<file path="config.mk">
export PLATFORM = sky130hd
export DESIGN_NAME = ws2812_frame_seq
export DESIGN_NICKNAME = d
export VERILOG_FILES = /design/src/rtl/ws2812_pkg.sv /design/src/rtl/ws2812_frame_seq.sv
export SDC_FILE = /design/constraint.sdc
export NUM_CORES = 1
export LEC_CHECK = 0
export BUFFER_PORTS_ARGS = -buffer_cell sky130_fd_sc_hd__buf_2
export CAP_MARGIN = 10
export CELL_PAD_IN_SITES_DETAIL_PLACEMENT = 0
export CELL_PAD_IN_SITES_GLOBAL_PLACEMENT = 1
export CORE_UTILIZATION = 48
export CTS_BUF_LIST = sky130_fd_sc_hd__clkbuf_8 sky130_fd_sc_hd__clkbuf_16
export CTS_CLUSTER_DIAMETER = 80
export DETAILED_ROUTE_END_ITERATION = 12
export GPL_TIMING_DRIVEN = 0
export PLACE_DENSITY_LB_ADDON = 0.1
export RECOVER_POWER = 50
export SETUP_SLACK_MARGIN = 0.1
export SYNTH_ARGS = -nofsm -noshare
export SYNTH_HDL_FRONTEND = slang
export SYNTH_SLANG_ARGS = --single-unit
export TNS_END_PERCENT = 30
</file>
<file path="constraint.sdc">
create_clock -name clk -period 4.1 [get_ports clk]
set_input_delay 0.41 -clock clk [delete_from_list [all_inputs] [get_ports clk]]
set_output_delay 0.41 -clock clk [all_outputs]
set_load 0.005 [all_outputs]
</file>
<file path="src/rtl/ws2812_pkg.sv">
// Shared line codes, timing constants and sequencer state encoding for the
// WS2812B frame path.
package ws2812_pkg;

   localparam logic [1:0] QM_ZERO = 2'b00;
   localparam logic [1:0] QM_ONE  = 2'b01;
   localparam logic [1:0] QM_LOW  = 2'b10;
   localparam logic [1:0] QM_HIGH = 2'b11;

   localparam int BITS_PER_LED = 24;
   localparam int BIT_CYCLES   = 128;

   typedef enum logic [1:0] {
      IDLE = 2'd0,
      SYNC = 2'd1,
      DATA = 2'd2,
      TAIL = 2'd3
   } seq_state_t;

endpackage

</file>
<file path="src/rtl/ws2812_frame_seq.sv">
// Frame sequencer: walks the pixel store, serialises GRB words MSB-first as
// per-bit line codes paced by bdone, then holds the line low for the reset tail.
module ws2812_frame_seq
   import ws2812_pkg::*;
#(
   parameter int NUM_LEDS   = 8,
   parameter int RESET_BITS = 220,
   parameter int ADDR_W     = 8
) (
   input  logic              clk,
   input  logic              reset,
   input  logic              start,
   input  logic [23:0]       pix_data,
   output logic [ADDR_W-1:0] pix_addr,
   input  logic              bdone,
   output logic [1:0]        qmode,
   output logic              startcoding,
   output logic              busy,
   output logic              frame_done
);

   localparam int TAIL_W = $clog2(RESET_BITS + 1);

   localparam logic [ADDR_W-1:0] LAST_LED  = ADDR_W'(NUM_LEDS - 1);
   localparam logic [TAIL_W-1:0] LAST_TAIL = TAIL_W'(RESET_BITS - 1);
   localparam logic [4:0]        LAST_BIT  = 5'(BITS_PER_LED - 1);

   seq_state_t        state;
   logic [23:0]       shreg;
   logic [4:0]        bitcnt;
   logic [ADDR_W-1:0] ledcnt;
   logic [TAIL_W-1:0] tailcnt;
   logic [ADDR_W-1:0] next_addr;

   // The address sticks at the last LED so the store is never read out of range.
   assign next_addr = (pix_addr == LAST_LED) ? pix_addr : pix_addr + ADDR_W'(1);

   always_ff @(posedge clk or posedge reset) begin
      if (reset) begin
         state       <= IDLE;
         qmode       <= QM_LOW;
         startcoding <= 1'b0;
         busy        <= 1'b0;
         frame_done  <= 1'b0;
         pix_addr    <= '0;
         shreg       <= '0;
         bitcnt      <= '0;
         ledcnt      <= '0;
         tailcnt     <= '0;
      end else begin
         frame_done <= 1'b0;
         case (state)
            IDLE: begin
               qmode <= QM_LOW;
               busy  <= 1'b0;
               if (start) begin
                  shreg       <= pix_data;
                  pix_addr    <= next_addr;
                  startcoding <= 1'b1;
                  busy        <= 1'b1;
                  state       <= SYNC;
               end
            end

            // Line held low for the one cycle in which the bit generator
            // counter is being cleared; the first bit starts on the next edge.
            SYNC: begin
               startcoding <= 1'b0;
               qmode       <= {1'b0, shreg[23]};
               bitcnt      <= '0;
               ledcnt      <= '0;
               state       <= DATA;
            end

            DATA: begin
               if (bdone) begin
                  if (bitcnt != LAST_BIT) begin
                     shreg  <= {shreg[22:0], 1'b0};
                     bitcnt <= bitcnt + 5'd1;
                     qmode  <= {1'b0, shreg[22]};
                  end else if (ledcnt != LAST_LED) begin
                     shreg    <= pix_data;
                     ledcnt   <= ledcnt + ADDR_W'(1);
                     pix_addr <= next_addr;
                     bitcnt   <= '0;
                     qmode    <= {1'b0, pix_data[23]};
                  end else begin
                     qmode   <= QM_LOW;
                     tailcnt <= '0;
                     state   <= TAIL;
                  end
               end
            end

            TAIL: begin
               qmode <= QM_LOW;
               if (bdone) begin
                  if (tailcnt == LAST_TAIL) begin
                     frame_done <= 1'b1;
                     busy       <= 1'b0;
                     pix_addr   <= '0;
                     tailcnt    <= '0;
                     state      <= IDLE;
                  end else begin
                     tailcnt <= tailcnt + TAIL_W'(1);
                  end
               end
            end

            default: begin
               qmode <= QM_LOW;
               state <= IDLE;
            end
         endcase
      end
   end

endmodule

</file>
After elaboration in Yosys (flattened, before gate mapping)
Cells that the tools add are included.
{ "totals": {"reg_bits": 60, "in_bits": 28, "out_inout_bits": 13, "word_cells": 92} }
{ "classes": {"n_addsub": 4, "eq_ne": 15, "muxes": 47, "n_reduce_logical": 16} }
{ "ops": {"columns": ["cell", "n"], "rows": [
  ["2-to-1 mux 8 bit", 15],
  ["2-to-1 mux 24 bit", 4],
  ["case mux 24 bit (2 select lines)", 1],
  ["case mux 8 bit (2 select lines)", 2],
  ["adder 8 x 1 -> 8 bit (second input constant)", 3],
  ["case mux 8 bit (3 select lines)", 1],
  ["2-to-1 mux 2 bit", 9],
  ["2-to-1 mux 5 bit", 3],
  ["inequality test 2 bit (second input constant)", 7],
  ["case mux 5 bit (2 select lines)", 1],
  ["nonzero test 2 bit", 5],
  ["== test 8 x 3 -> 1 bit (second input constant)", 1],
  ["== test 8 bit (second input constant)", 1],
  ["inequality test 8 x 3 -> 1 bit (second input constant)", 1],
  ["case mux 2 bit (4 select lines)", 1],
  ["AND reduction 4 bit", 2],
  ["2-to-1 mux 1 bit", 7],
  ["AND reduction 7 bit", 1],
  ["case mux 2 bit (3 select lines)", 1],
  ["AND reduction 3 bit", 2],
  ["AND reduction 6 bit", 1],
  ["adder 5 x 1 -> 5 bit (second input constant)", 1],
  ["inequality test 5 bit (second input constant)", 1],
  ["AND reduction 5 bit", 1],
  ["other kinds (8)", 10]
]} }

Depth between registers and ports, before layout
{ "logic_depth": {"depth_word": 6, "ltp_mapped": 10, "ltp_nobuf": 7} }

Worst setup path after synthesis
OpenSTA, ideal clock, no wires.
{ "synth_timing": {"path_type": "register to register", "startpoint": "reg state[0]", "endpoint": "reg pix_addr[6]", "setup_ns": 0.069, "arrival_ns": 2.072, "required_time_ns": 4.031, "setup_slack_ns": 1.959, "path_stages_with_launch": 9, "n_path_buf": 1, "synth_period_minus_slack_ns": 2.141, "cell_sequence": "dfrtp_1 -> inv_1 -> ha_1 -> buf_4 -> nor2b_2 -> a2111oi_4 -> nand4_2 -> or4_1 -> nand3_1"} }
{ "synth_between": {"elab_chain_len": 3, "elab_cells_between_ends": 12, "classes_between": "eq/ne: 8; mux: 1; reduce/logical: 3"} }
{ "synth_lines": {"columns": ["item", "line_no", "source"], "rows": [
  ["start: declaration", "ws2812_frame_seq.sv:28", "seq_state_t state;"],
  ["start signal: assignment", "ws2812_frame_seq.sv:40", "state <= IDLE;"],
  ["start signal: assignment", "ws2812_frame_seq.sv:61", "state <= SYNC;"],
  ["start signal: assignment", "ws2812_frame_seq.sv:72", "state <= DATA;"],
  ["== test 2 bit / logical NOT 2 bit (equally long branches)", "ws2812_frame_seq.sv:52", "case (state)"],
  ["inequality test 2 bit (no line) / nonzero test 3 bit (equally long branches)", null, null],
  ["AND reduction 7 bit (no line)", null, null],
  ["end signal: assignment", "ws2812_frame_seq.sv:58", "pix_addr <= next_addr;"],
  ["end signal: assignment", "ws2812_frame_seq.sv:84", "pix_addr <= next_addr;"],
  ["end: declaration", "ws2812_frame_seq.sv:14", "output logic [ADDR_W-1:0] pix_addr,"]
]} }
Parallel ways exist; a longest one is shown, timed or not.
A chain may end at the register's enable or synchronous reset.

Final worst setup path
{ "layout_timing": {"startpoint": "reg state[0]", "endpoint": "reg ledcnt[6]"} }
{ "layout_between": {"elab_chain_len": 3, "elab_cells_between_ends": 8, "classes_between": "eq/ne: 5; mux: 1; reduce/logical: 2"} }
{ "layout_lines": {"columns": ["item", "line_no", "source"], "rows": [
  ["== test 2 bit / == test 2 x 1 -> 1 bit (equally long branches)", "ws2812_frame_seq.sv:52", null],
  ["inequality test 2 bit (no line) / nonzero test 2 bit (equally long branches)", null, null],
  ["AND reduction 4 bit (no line)", null, null],
  ["end signal: assignment", "ws2812_frame_seq.sv:83", "ledcnt <= ledcnt + ADDR_W'(1);"],
  ["end: declaration", "ws2812_frame_seq.sv:31", "logic [ADDR_W-1:0] ledcnt;"]
]} }
Parallel ways exist; a longest one is shown, timed or not.

==> qor.csv <==
stage,metric,value,unit
synthesis,netlist_area,0.00320,mm²
floorplan,die_h,83.7,µm
detailed_routing,routedWlPerCell,14.6,µm
finish,drive_gt1_share,19.4,%
clock_network,clockBufferDepth,2,
setup_path,cp_data_required_time,4.38,ns
synthesis,synth-edff-count,0,
detailed_routing,drt-pass1-iter-count,4,
power,irDropWorstVdd,0.000406,V
run_status,status,"finished, final reports clean",
synthesis,ys.flop_type,dfrtp_1,
global_routing,overflow,0,
global_routing,use_met2,34.4,%
global_routing,gr-max-usage-layer,met2,
synthesis,synth_top_cell_by_area,dfrtp_1,
global_routing,grt_max_degree,37,
detailed_routing,viasPerCell,5.51,
global_routing,grt_pass1_wl,12000,µm
setup_path,cp-start-kind,flop,
setup_path,endpoint_kind,flop,
timing,maxSlewHeadroom,7.09,%
detailed_routing,dr_total_vias,2552,
timing,rsz0062_at_grt,no,
global_routing,met3_usage,3.56,%
synthesis,synth_area_leaders,"dfrtp_1, mux2i_1, o21ai_0",
synthesis,syn_nets,366,
finish,nets,418,
finish,fin_cells,463,
min_path,min_path_cells,3,
detailed_routing,wirelength,6740,µm
timing,setup_viol,0,
synthesis,async_flop_share,100,%
setup_path,r2r_cells,7,
synthesis,synth_warnings,0,
global_routing,antenna_found_initial,0,
setup_path,critPathKind,reg -> reg,
floorplan,core_area,0.00639,mm²
clock_network,cts_inserted_buffers,9,
floorplan,ios,41,
setup_path,r2r-end,ledcnt[6],
timing,tns,0,ns
clock_network,clk_pin_slew,0.07,ns
setup_path,rr_startpoint,state[0],
place,numPortBuffers,40,
clock_network,cts_tree,yes,
floorplan,rows,29,
finish,n_antenna_cell,0,
clock_network,cts_max_level,3,
setup_path,critical_path.max_fanout,10,
min_path,min_to,shreg[0],
synthesis,synth.yosys.seq_area_share,46.9,%
run,maxCapViolations,0,
clock_network,clockRootBuffer,clkbuf_8,
timing,drv_slew,0,
timing,hold_violations,0,
finish,nFillCells,590,
synthesis,synth_cell_type_count,58,
clock_network,cts.sinks,60,
timing,finalWorstPathRequiredPeriod,2.39,ns
clock_network,postCtsSetupRepairBufs,0,
timing,worst_pin_slew,1.39,ns
setup_path,reg2reg_setup_slack,1.71,ns
power,p_per_area,746,mW/mm²
synthesis,synth_top_area_share,46.1,%
power,leakagePower,1.85,nW
min_path,min_from,pix_data[0],
finish,area_growth,17.7,%
place,place_hpwl,4840,µm
floorplan,dieArea,0.00700,mm²
detailed_routing,postRouteAntennaNets,0,
synthesis,ys_seq_elements,60,
timing,max_freq,419,MHz
synthesis,synth_area_per_cell,9.73,µm²
global_routing,grtUsageTotal,21.3,%
global_routing,grt_pass1_vias,2601,
finish,final_cell_mix,"dfrtp_1, nand2_1, buf_2",
floorplan,die_w,83.7,µm
place,placed_cells,447,
detailed_routing,drt_iter0_drc,125,
synthesis,syn-instance-count,329,
clock_network,cts_resized,0,
clock_network,insertion_delay,0.34,ns
timing,fin_crit_sh,58.3,%
place,finalWeightedCongestion,0.815,
timing,finClkSkew,0.00540,ns
clock_network,postCtsHoldBufs,0,
setup_path,worstPathArrival,2.67,ns
global_routing,grt.met1_usage,28.0,%
detailed_routing,drc,0,
floorplan,start_util,50.1,%
min_path,hold_path_class,in -> reg,
finish,final_common_cell,dfrtp_1,
-- sequential cells by signal, indices dropped and copies added (netlist names) --
signal / count
shreg: 24
bitcnt: 5
busy: 1
frame_done: 1
tailcnt: 8
startcoding: 1
qmode: 2
ledcnt: 8
state: 2
pix_addr: 8
-- stage by stage --
stage | hold slack (ns) | worst slack [ns] | area (µm²) | util, % | power (mW)
4_1_cts | 0.247 | 1.69 | 3790 | 59.3 | 2.86
6_report | 0.312 | 1.71 | 3770 | 59.0 | 2.81
2_1_floorplan | 0.449 | 1.96 | 3200 | - | 1.83
3_5_place_dp | 0.471 | 1.70 | 3520 | 55.1 | 2.14
3_3_place_gp | 0.462 | 1.37 | 3500 | 54.8 | 2.11
5_1_grt | 0.344 | 1.20 | 3770 | 59.0 | 3.06
-- kinds of logic (layout without fill, tap and decap cells) --
kind of cell / Yosys count / count (layout) / share of synthesized area, %
multiplexers: 24 / 24 / 7.54
XOR/XNOR: 7 / 7 / 1.91
AO/OA/AOI/OAI: 80 / 80 / 16.5
flip-flops: 60 / 60 / 46.9
buffers and inverters: 23 / 80 / 3.24
adder cells (fa/ha/maj): 9 / 9 / 3.52
AND/OR/NAND/NOR: 126 / 126 / 20.4
-- how the worst max path moves through the flow --
stage	slack, ns	cells past startpoint	startpoint	to
floorplan	1.96	8	state[0]	pix_addr[6]
global placement	1.37	2	reset	ledcnt[4]
detailed placement	1.70	8	state[0]	pix_addr[4]
CTS	1.69	8	state[0]	pix_addr[4]
global route	1.20	3	reset	shreg[9]
finish	1.71	7	state[0]	ledcnt[6]
-- critical path: stages, from the launching register on --
cell and delay [ns]:
dfrtp_1 0.47, inv_1 0.10, ha_1 0.21, buf_4 0.16
nor2_1 0.50, o21ai_1 0.30, or4_1 0.51, nand2_1 0.08
-- report_power, final --
| part | switching [mW] | leakage, nW | internal, mW |
|---|---|---|---|
| Clock | 0.234 | 0.136 | 0.471 |
| Sequential | 0.173 | 0.763 | 0.821 |
| Combinational | 0.653 | 0.953 | 0.460 |
-- per-layer routing --
layer / vias to the layer above / share of wire (%)
met5: - / 0
met4: 0 / 2.0
met3: 10 / 2.7
met2: 42 / 46
met1: 1216 / 50
li1: 1284 / -
-- final cells by class --
type	instances	area (µm²)	share of cell area (%)
Buffer	16	77.6	2.06
Clock buffer	13	179	4.75
Clock inverter	3	90.1	2.39
Inverter	7	26.3	0.697
Multi-Input combinational cell	246	1600	42.3
Sequential cell	60	1500	39.9
Tap cell	77	96.3	2.56
Timing Repair Buffer	41	201	5.35
-- synthesized netlist by cell type, types with 7 or more instances --
cell type,instances
dfrtp_1,59
nand2_1,51
o21ai_0,43
mux2i_1,23
nand3_1,15
nor2_1,15
ha_1,9
buf_2,8
and3_1,7
inv_1,7
Power figures use the tool's default switching activity.
